--- src/rtl/snn_img_host_pkg.sv ---
// snn_img_host_pkg: state encoding, image geometry and ASCII reply decoding shared by the SNN image host
package snn_pkg;
  localparam int NUM_PIXELS = 784;
  localparam int NUM_BYTES_DEF = 98;
  localparam int ADDR_W = $clog2(NUM_PIXELS);
  localparam logic [7:0] ASCII_ZERO = 8'h30;
  typedef enum logic [2:0] {IDLE, FETCH, SEND, WAIT_TX, WAIT_RESP, DONE} state_t;
  function automatic logic is_digit(input logic [7:0] b);
    return b[7:4] == ASCII_ZERO[7:4] && b[3:0] <= 4'd9;
  endfunction
endpackage

--- src/rtl/snn_img_host_if.sv ---
// snn_img_host_if: image memory read port plus uart_tx/uart_rx handshake
//   master (host): drives img_addr, tx_data, trmt; samples img_q, tx_rdy, rx_rdy, rx_data
//   slave (memory/uart side): the mirror image
interface snn_img_host_if;
  import snn_pkg::*;
  logic [ADDR_W-1:0] img_addr;
  logic img_q;
  logic [7:0] tx_data;
  logic trmt;
  logic tx_rdy;
  logic rx_rdy;
  logic [7:0] rx_data;
  modport master(output img_addr, tx_data, trmt, input img_q, tx_rdy, rx_rdy, rx_data);
  modport slave(input img_addr, tx_data, trmt, output img_q, tx_rdy, rx_rdy, rx_data);
endinterface

--- src/rtl/snn_img_host_byte_packer.sv ---
// snn_byte_packer: reads 8 consecutive pixels from a 1-cycle-latency memory and packs them LSB first
//   go/base_addr: start a byte at base_addr; img_addr/img_q: memory port
//   byte_vld/byte_data: one-cycle strobe with the packed byte (bit j = pixel base_addr+j)
module snn_byte_packer
  import snn_pkg::*;
(
  input  logic              clk,
  input  logic              rst_n,
  input  logic              go,
  input  logic [ADDR_W-1:0] base_addr,
  input  logic              img_q,
  output logic [ADDR_W-1:0] img_addr,
  output logic              byte_vld,
  output logic [7:0]        byte_data
);
  logic r_run, r_cap;
  logic [2:0] r_bit_cnt, r_cap_idx;
  logic [6:0] r_shift;
  logic [ADDR_W-1:0] r_addr;
  logic w_more;
  assign w_more = r_run & (r_bit_cnt != 3'd7);
  // address issue and capture run one cycle apart: r_cap_idx names the bit whose data is on img_q now
  always_ff @(posedge clk or negedge rst_n)
    if (!rst_n) begin
      r_run <= 1'b0;
      r_cap <= 1'b0;
      r_bit_cnt <= '0;
      r_cap_idx <= '0;
      r_shift <= '0;
      r_addr <= '0;
    end else begin
      r_run <= go | w_more;
      r_bit_cnt <= go ? 3'd0 : r_bit_cnt + {2'b00, r_run};
      r_addr <= go ? base_addr : r_addr + {{(ADDR_W-1){1'b0}}, w_more};
      r_cap <= r_run;
      r_cap_idx <= r_bit_cnt;
      if (r_cap && r_cap_idx != 3'd7) r_shift[r_cap_idx] <= img_q;
    end
  assign img_addr = r_addr;
  assign byte_vld = r_cap & (r_cap_idx == 3'd7);
  assign byte_data = {img_q, r_shift};
endmodule

--- src/rtl/snn_img_host.sv ---
// snn_img_host: streams a 784-pixel 1-bit image as packed bytes over uart_tx and decodes the ASCII digit reply
//   clk/rst_n: clock, async active-low reset; start: one-cycle request
//   bus (master): image memory and uart handshakes
//   busy/done: transaction status; digit/err/timeout: outcome of the last transaction
module snn_img_host
  import snn_pkg::*;
#(
  parameter int NUM_BYTES = NUM_BYTES_DEF,
  parameter int TIMEOUT_CYC = 1048576,
  parameter int TO_W = 21
) (
  input  logic                 clk,
  input  logic                 rst_n,
  input  logic                 start,
  snn_img_host_if.master       bus,
  output logic                 busy,
  output logic                 done,
  output logic [3:0]           digit,
  output logic                 err,
  output logic                 timeout
);
  state_t r_state, w_nxt;
  logic [6:0] r_byte_cnt;
  logic [TO_W-1:0] r_to_cnt, w_to_nxt;
  logic [7:0] r_tx_data, w_byte;
  logic [3:0] r_digit;
  logic r_err, r_timeout, r_skip;
  logic w_go, w_trmt, w_last, w_to_hit, w_vld;
  logic [ADDR_W-1:0] w_base;
  assign w_last = r_byte_cnt == 7'(NUM_BYTES - 1);
  assign w_to_nxt = r_to_cnt + TO_W'(1);
  assign w_to_hit = w_to_nxt == TO_W'(TIMEOUT_CYC);
  assign w_base = r_state == IDLE ? '0 : {r_byte_cnt + 7'd1, 3'b000};
  snn_byte_packer u_packer (
    .clk(clk),
    .rst_n(rst_n),
    .go(w_go),
    .base_addr(w_base),
    .img_q(bus.img_q),
    .img_addr(bus.img_addr),
    .byte_vld(w_vld),
    .byte_data(w_byte)
  );
  // r_skip masks the cycle right after trmt, before uart_tx has dropped tx_rdy
  always_comb begin
    w_nxt = r_state;
    w_go = 1'b0;
    w_trmt = 1'b0;
    case (r_state)
      IDLE: begin
        w_go = start;
        w_nxt = start ? FETCH : IDLE;
      end
      FETCH: w_nxt = w_vld ? SEND : FETCH;
      SEND: begin
        w_trmt = bus.tx_rdy;
        w_nxt = bus.tx_rdy ? WAIT_TX : SEND;
      end
      WAIT_TX: if (!r_skip && bus.tx_rdy) begin
        w_go = !w_last;
        w_nxt = w_last ? WAIT_RESP : FETCH;
      end
      WAIT_RESP: w_nxt = (bus.rx_rdy || w_to_hit) ? DONE : WAIT_RESP;
      DONE: w_nxt = IDLE;
      default: w_nxt = IDLE;
    endcase
  end
  always_ff @(posedge clk or negedge rst_n)
    if (!rst_n) begin
      r_state <= IDLE;
      r_byte_cnt <= '0;
      r_to_cnt <= '0;
      r_tx_data <= '0;
      r_digit <= '0;
      r_err <= 1'b0;
      r_timeout <= 1'b0;
      r_skip <= 1'b0;
    end else begin
      r_state <= w_nxt;
      r_skip <= w_trmt;
      if (r_state == IDLE && start) begin
        r_err <= 1'b0;
        r_timeout <= 1'b0;
        r_byte_cnt <= '0;
      end
      if (r_state == FETCH && w_vld) r_tx_data <= w_byte;
      if (r_state == WAIT_TX && w_nxt != WAIT_TX) begin
        r_byte_cnt <= r_byte_cnt + {6'd0, !w_last};
        r_to_cnt <= '0;
      end
      // a reply landing in the same cycle the window expires still counts as a reply
      if (r_state == WAIT_RESP) begin
        r_to_cnt <= w_to_nxt;
        if (bus.rx_rdy) begin
          r_err <= !is_digit(bus.rx_data);
          if (is_digit(bus.rx_data)) r_digit <= bus.rx_data[3:0];
        end else if (w_to_hit) r_timeout <= 1'b1;
      end
    end
  assign bus.trmt = w_trmt;
  assign bus.tx_data = r_tx_data;
  assign busy = r_state != IDLE && r_state != DONE;
  assign done = r_state == DONE;
  assign digit = r_digit;
  assign err = r_err;
  assign timeout = r_timeout;
endmodule

--- src/flat_wrapper.sv ---
// flat-port wrapper written by rule: the top's interface ports become plain ports
module snn_img_host_flat import snn_pkg::*;
#(
  parameter int NUM_BYTES = NUM_BYTES_DEF,
  parameter int TIMEOUT_CYC = 1048576,
  parameter int TO_W = 21
)
  (clk, rst_n, start, busy, done, digit, err, timeout, bus_img_addr, bus_tx_data, bus_trmt, bus_img_q, bus_tx_rdy, bus_rx_rdy, bus_rx_data);
  snn_img_host_if bus_i ();
  input  logic clk;
  input  logic rst_n;
  input  logic start;
  output logic busy;
  output logic done;
  output logic [3:0] digit;
  output logic err;
  output logic timeout;
  output wire logic [$bits(bus_i.img_addr)-1:0] bus_img_addr;
  output wire logic [$bits(bus_i.tx_data)-1:0] bus_tx_data;
  output wire logic [$bits(bus_i.trmt)-1:0] bus_trmt;
  input wire logic [$bits(bus_i.img_q)-1:0] bus_img_q;
  input wire logic [$bits(bus_i.tx_rdy)-1:0] bus_tx_rdy;
  input wire logic [$bits(bus_i.rx_rdy)-1:0] bus_rx_rdy;
  input wire logic [$bits(bus_i.rx_data)-1:0] bus_rx_data;
  assign bus_img_addr = bus_i.img_addr;
  assign bus_tx_data = bus_i.tx_data;
  assign bus_trmt = bus_i.trmt;
  assign bus_i.img_q = bus_img_q;
  assign bus_i.tx_rdy = bus_tx_rdy;
  assign bus_i.rx_rdy = bus_rx_rdy;
  assign bus_i.rx_data = bus_rx_data;
  snn_img_host #(.NUM_BYTES(NUM_BYTES), .TIMEOUT_CYC(TIMEOUT_CYC), .TO_W(TO_W)) u_core (.clk(clk), .rst_n(rst_n), .start(start), .bus(bus_i), .busy(busy), .done(done), .digit(digit), .err(err), .timeout(timeout));
endmodule
--- config.mk ---
export PLATFORM = sky130hd
export DESIGN_NAME = snn_img_host_flat
export DESIGN_NICKNAME = d
export VERILOG_FILES = /design/src/rtl/snn_img_host_pkg.sv /design/src/rtl/snn_img_host_if.sv /design/src/rtl/snn_img_host_byte_packer.sv /design/src/rtl/snn_img_host.sv /design/src/flat_wrapper.sv
export SDC_FILE = /design/constraint.sdc
export NUM_CORES = 1
export LEC_CHECK = 0
export ABC_CLOCK_PERIOD_IN_PS = 3200
export BUFFER_PORTS_ARGS = -buffer_cell sky130_fd_sc_hd__buf_2
export CORE_UTILIZATION = 63
export DETAILED_ROUTE_END_ITERATION = 12
export GPL_ROUTABILITY_DRIVEN = 0
export PLACE_DENSITY = 0.95
export SETUP_SLACK_MARGIN = 0.3
export SLEW_MARGIN = 20
export SYNTH_ARGS = -nofsm -noshare
export SYNTH_HDL_FRONTEND = slang
export SYNTH_SLANG_ARGS = --single-unit
--- constraint.sdc ---
create_clock -name clk -period 3.2 [get_ports clk]
set_input_delay 0.8 -clock clk [delete_from_list [all_inputs] [get_ports clk]]
set_output_delay 0.8 -clock clk [all_outputs]
set_load 0.01 [all_outputs]
* Word level (Yosys, flattened, before mapping)
Index checks and enable logic that the tools add are counted.
Storage, ports and cells: bits in registers 71, latch bits 0, RAM bits 0, ROM bits 0, input bits 14, output and inout port bits 27, logic and storage cells 82, memories 0
Cells by class: add/subtract/negate cells 5, multipliers 0, div/mod/pow operators 0, order comparisons 3, eq/ne operators 13, shift operators 0, mux-type cells 27, bitwise gates (word level) 3, reductions and logical operators 17
Operator list (number):
- 21-bit two-way mux | 2
- 21-bit by 1-bit adder with 21-bit output, second input constant | 1
- 21-bit == test, second input constant | 1
- 10-bit two-way mux | 2
- 3-bit one-hot mux with 5 select lines | 1
- 7-bit two-way mux | 2
- 1-bit two-way mux | 13
- 10-bit by 1-bit adder with 10-bit output | 1
- 3-bit == test, second input constant | 3
- 3-bit two-way mux | 3
- 3-bit inequality test, second input constant | 3
- 1-bit logical AND | 8
- 7-bit by 1-bit adder with 7-bit output | 1
- 7-bit by 1-bit adder with 7-bit output, second input constant | 1
- 7-bit bitwise mux | 1
- 7-bit == test, second input constant | 1
- 3-bit by 2-bit == test with 1-bit output, second input constant | 2
- 4-bit by 2-bit == test with 1-bit output, second input constant | 1
- 4-bit <= comparator, second input constant | 1
- 3-bit by 4-bit < comparator with 1-bit output, second input constant | 1
- 2-bit nonzero test | 2
- 3-bit by 1-bit adder with 3-bit output | 1
- 1-bit demux with 3-bit select | 1
- 3-bit by 1-bit == test with 1-bit output, second input constant | 1
- 11 further kinds | 14

* Longest topological paths before layout
word-level depth 9, mapped depth 10, mapped depth without buffers 10

* Cells and area by module
Synthesis repeated with hierarchy kept, for this count alone.
Second synthesis, totals: cells, all modules 390, area, all modules 3767.4 µm²
By module, submodules not included:
- snn_img_host | times used 1, cells an instance 292, area each 2638.8 µm², sequential area each 1151.1 µm²
- snn_byte_packer | times used 1, cells an instance 98, area each 1128.6 µm², sequential area each 625.6 µm²

* Worst setup path after synthesis
OpenSTA, ideal clock, no wires.
path kind register -> register, start point register u_core.r_byte_cnt[1], end point register u_core.r_byte_cnt[6], setup time 95 ps, arrival time 1924 ps, required time 3105 ps, slack 1181 ps, cell stages (with the launch flop) 11, buffers on the path 0, period minus slack after synthesis 2019 ps, cell sequence dfrtp_1 inv_1 ha_1 nand4b_1 or3_1 ha_1 ha_1 and3_1 a31oi_1 o21ai_0 o31ai_1
Between the ends: word-level cells in the longest chain between the ends 7, elaborated cells on any way between the ends 10, those cells by class add/sub (1); eq/ne (2); mux (4); reduce/logical (3)
RTL lines:
- start, declared | line snn_img_host.sv:23 | logic [6:0] r_byte_cnt;
- start signal, assigned | line snn_img_host.sv:88 | r_byte_cnt <= r_byte_cnt + {6'd0, !w_last};
- 7-bit == test | line snn_img_host.sv:30 | assign w_last = r_byte_cnt == 7'(NUM_BYTES - 1);
- 3-bit two-way mux | line snn_img_host.sv:61 | w_nxt = w_last ? WAIT_RESP : FETCH;
- 3-bit two-way mux | line snn_img_host.sv:59 | WAIT_TX: if (!r_skip && bus.tx_rdy) begin
- 3-bit one-hot mux with 5 select lines | line snn_img_host.sv:49 | case (r_state)
- 3-bit by 2-bit inequality test with 1-bit output | line snn_img_host.sv:87 | if (r_state == WAIT_TX && w_nxt != WAIT_TX) begin
- 1-bit logical AND | line snn_img_host.sv:87
- 7-bit two-way mux / 2-bit nonzero test (equally long branches)
Parallel ways exist; a longest one is shown, timed or not. A chain may end at the register's enable or synchronous reset.

* Final worst setup path
start point register u_core.r_state[0], end point output port busy
Between the ends: word-level cells in the longest chain between the ends 2, elaborated cells on any way between the ends 3, those cells by class eq/ne (1); reduce/logical (2)
RTL lines:
- start, declared | line snn_img_host.sv:22 | state_t r_state, w_nxt;
- start signal, assigned | line snn_img_host.sv:79 | r_state <= w_nxt;
- 3-bit inequality test / 3-bit nonzero test (equally long branches) | line snn_img_host.sv:102 | assign busy = r_state != IDLE && r_state != DONE;
- 1-bit logical AND (*) | line snn_img_host.sv:102
- end, declared | line flat_wrapper.sv:13 | output logic busy;
Every way passes the cells marked *; elsewhere a longest branch is shown, timed or not.

==> reports/metrics.csv <==
metric,value,unit
run status,finished clean,
H-tree lvl count,3,
proportion of register bits with asynchronous set or reset after synthesis,100,%
data arrival time of the critical path,1.63,ns
synthesis-stage register bit count,71,
Worst Hold Class,input port to asynchronous set/reset pin,
number of vias in the routed layout,3148,
PortBufs,40,
required time of the critical path,2.40,ns
starting utilization of the core area,67.0,%
internal power consumption,2100,uW
part of the Yosys area used for sequential elements,47.0,%
Final WS setup,0.769,ns
"Cell Area, Synth",0.00378,mm2
number of nets in the layout,437,
y dimension of the die,79.4,um
final antenna diode count,0,
Core Area,0.00564,mm2
Ys Warns,0,
number of global-route vias before repair,2961,
fmax,0.411,GHz
clock slew at the register clock pins of the worst setup and hold paths,0.08,ns
router iterations before antenna repair,5,
share of layout cells above drive strength 1,21.7,%
"Gates resized, CTS repair",0,
number of instances in the synthesized netlist,380,
ratio of total power to cell area,820,mW/mm2
leakage,0.00188,uW
WL per Instance,16.7,um
GR Util All Layers,28.8,%
RSZ-0062 raised after global routing,no,
clock tree from TritonCTS,built,
sequential cell area,0.00178,mm2
Post-Synthesis Net Count,403,
final max-slew violation count,0,
Final Routed Wirelength,8.22,mm
IO Count,41,
wire length of the first global-routing pass,13.9,mm
global route overflow,0,
switching component of the power,1310,uW
count of different cell masters after synthesis,51,
initial DRC count,191,
post-synthesis to final-layout area growth,9.93,%
filler instances,385,
Worst Path Max Fanout,9,
critical path type,flip-flop to output pin,
maximum number of pins on one net before global-route repair,28,
die width,79.4,um
most common library cell in the layout ignoring fill and taps,sky130_fd_sc_hd__dfrtp_1,
share of total power consumed by net switching,38.3,%
most area-hungry cell type in the Yosys netlist,sky130_fd_sc_hd__dfrtp_1,
ratio of final minimum period to clock period,76.0,%
number of cells on the worst reg-to-reg path,7,
minimum clock period after layout,2.43,ns
sum of net half-perimeters after detailed placement,5.72,mm
register share of total power,48.6,%
Die ar.,0.00631,mm2
number of endpoints with negative hold slack in the final report,0,
cts bufs inserted,9,
Combinational Power Share,29.7,%
Post-CTS Setup Repair Bufs,0,
CP startpoint kind,flip-flop,
# clock sinks,71,
mean number of vias per cell,6.41,
worst skew pair latency,0.35,ns
residual antenna-violating net count after detailed routing,0,
number of flops mapped to enable cells by yosys,0,
clock tree buffer depth,2,
Root Buffer Master,sky130_fd_sc_hd__clkbuf_8,
cts hold-fix bufs,0,
mean area per synthesized cell,9.94,um2
biggest area contributors in the synthesized netlist,"sky130_fd_sc_hd__dfrtp_1 (47%), sky130_fd_sc_hd__mux2_2 (5.4%), sky130_fd_sc_hd__o21ai_0 (4.9%), sky130_fd_sc_hd__nor2_1 (3.5%), sky130_fd_sc_hd__nand2_1 (3.4%)",
sum of negative setup slack,0,ns
DRC violations left,0,
most frequent cells in the layout,"sky130_fd_sc_hd__dfrtp_1 (71), sky130_fd_sc_hd__buf_2 (40), sky130_fd_sc_hd__o21ai_0 (37)",
total area of multi-input combinational cells,0.00183,mm2
final setup violation count,0,
Critical Path End Type,output pin,
actual transition at the worst max-transition pin,1.05,ns
Clk pwr share,21.7,%
final setup skew,0.00802,ns
Placement Setup Slack,0.753,ns
number of antenna violations at the first check in global routing,0,
most instantiated flip-flop cell in the synthesis netlist,sky130_fd_sc_hd__dfrtp_1,
number of maximum-capacitance constraint violations,0,
std cell rows,27,
worst ir drop on vdd,0.496,mV
area share of the largest cell type after synthesis,47.0,%
Slew headroom,29.8,%
-- metal layers --
layer	share of wire (%)	vias up	GRT usage, %
met3	5.6	24	6.97
met5	0	-	0
met4	2.1	0	9.64
li1	-	1440	-
met1	43	1561	37.0
met2	49	123	47.6
-- cells by family (layout without fill, tap and decap cells) --
group           Yosys count  count (layout)  synth area share (%)
buf+inv                  28              67                  4.67
xor+xnor                 23              23                  5.33
flops                    71              71                  47.0
compound gates           77              77                  12.4
mux                      18              18                  5.36
simple gates            154             154                  22.3
fa+ha+maj                 9               9                  2.98
-- flip-flops by register name, indices dropped and copies added, names as in the netlist --
name / flops
u_core.bus.tx_data: 8
u_core.digit: 4
u_core.err: 1
u_core.r_byte_cnt: 7
u_core.r_skip: 1
u_core.r_state: 3
u_core.r_to_cnt: 21
u_core.timeout: 1
u_core.u_packer.img_addr: 10
u_core.u_packer.r_bit_cnt: 3
u_core.u_packer.r_cap: 1
u_core.u_packer.r_cap_idx: 3
u_core.u_packer.r_run: 1
u_core.u_packer.r_shift: 7
-- cell type report --
cell class              count  area share, %
well taps                  72           2.17
flip-flops and latches     71           42.8
clock buffers              10           3.31
repair buffers             44           5.54
multi-input cells         281           43.9
inverters                   7          0.633
clock inverters             6           1.63
-- critical path: stages, from the launching register on --
cell and delay, ns:
sky130_fd_sc_hd__dfrtp_1 0.50, sky130_fd_sc_hd__inv_1 0.14, sky130_fd_sc_hd__nor3b_1 0.39, sky130_fd_sc_hd__nor2_1 0.09, sky130_fd_sc_hd__buf_2 0.16
-- metrics by stage --
step                      power, uW  cell area, um2  hold WS, ns  util [%]  instances
after floorplan                2390            3780        0.377         -        380
after global placement         2560            3950        0.390      70.0        475
after detailed placement       2660            3950        0.393      70.0        475
after CTS                      3410            4150        0.420      73.6        491
after global routing           3630            4150        0.453      73.6        491
final                          3410            4150        0.420      73.6        491
-- cell usage after synthesis, types with 2 or more instances --
library cell / n
sky130_fd_sc_hd__nand4_1: 11
sky130_fd_sc_hd__nand3b_1: 2
sky130_fd_sc_hd__o31ai_1: 5
sky130_fd_sc_hd__nand2_1: 34
sky130_fd_sc_hd__buf_2: 7
sky130_fd_sc_hd__o21ai_0: 37
sky130_fd_sc_hd__inv_1: 7
sky130_fd_sc_hd__and3_1: 8
sky130_fd_sc_hd__nor3_1: 11
sky130_fd_sc_hd__a22oi_1: 2
sky130_fd_sc_hd__xnor2_1: 13
sky130_fd_sc_hd__mux2_2: 18
sky130_fd_sc_hd__o22ai_1: 5
sky130_fd_sc_hd__nor4_1: 2
sky130_fd_sc_hd__a21oi_1: 8
sky130_fd_sc_hd__o41ai_1: 4
sky130_fd_sc_hd__dfrtp_1: 71
sky130_fd_sc_hd__a31oi_1: 6
sky130_fd_sc_hd__xor2_1: 10
sky130_fd_sc_hd__or2_2: 2
sky130_fd_sc_hd__ha_1: 9
sky130_fd_sc_hd__nand3_1: 23
sky130_fd_sc_hd__buf_4: 2
sky130_fd_sc_hd__or3_1: 3
sky130_fd_sc_hd__buf_6: 2
sky130_fd_sc_hd__a22o_1: 3
sky130_fd_sc_hd__a21o_1: 2
sky130_fd_sc_hd__nand2b_1: 3
sky130_fd_sc_hd__nand4_4: 2
sky130_fd_sc_hd__nor3b_1: 4
sky130_fd_sc_hd__nor2_1: 35
sky130_fd_sc_hd__and4_4: 2
sky130_fd_sc_hd__clkbuf_1: 7
sky130_fd_sc_hd__nand4b_1: 3
-- power groups by stage --
stage          Clock (uW)  Sequential, uW  Combinational [uW]
2_1_floorplan           0            1510                 884
3_3_place_gp            0            1620                 935
3_5_place_dp            0            1660                1000
4_1_cts               747            1650                1010
5_1_grt               790            1710                1130
6_report              738            1660                1010
-- path summary, 6_finish.rpt --
kind / from / to / slack, ns
max in group asynchronous: rst_n / u_core.bus.tx_data[2]$_DFFE_PN0P_ / 2.03
min reg2reg: u_core.u_packer.r_run$_DFF_PN0_ / u_core.u_packer.r_cap$_DFF_PN0_ / 0.43
min in group clk: u_core.u_packer.r_run$_DFF_PN0_ / u_core.u_packer.r_cap$_DFF_PN0_ / 0.43
max reg2reg: u_core.r_to_cnt[0]$_DFFE_PN0P_ / u_core.timeout$_DFF_PN0_ / 0.86
min: rst_n / u_core.u_packer.img_addr[5]$_DFF_PN0_ / 0.42
max: u_core.r_state[0]$_DFF_PN0_ / busy / 0.77
Power figures use the tool's default switching activity.
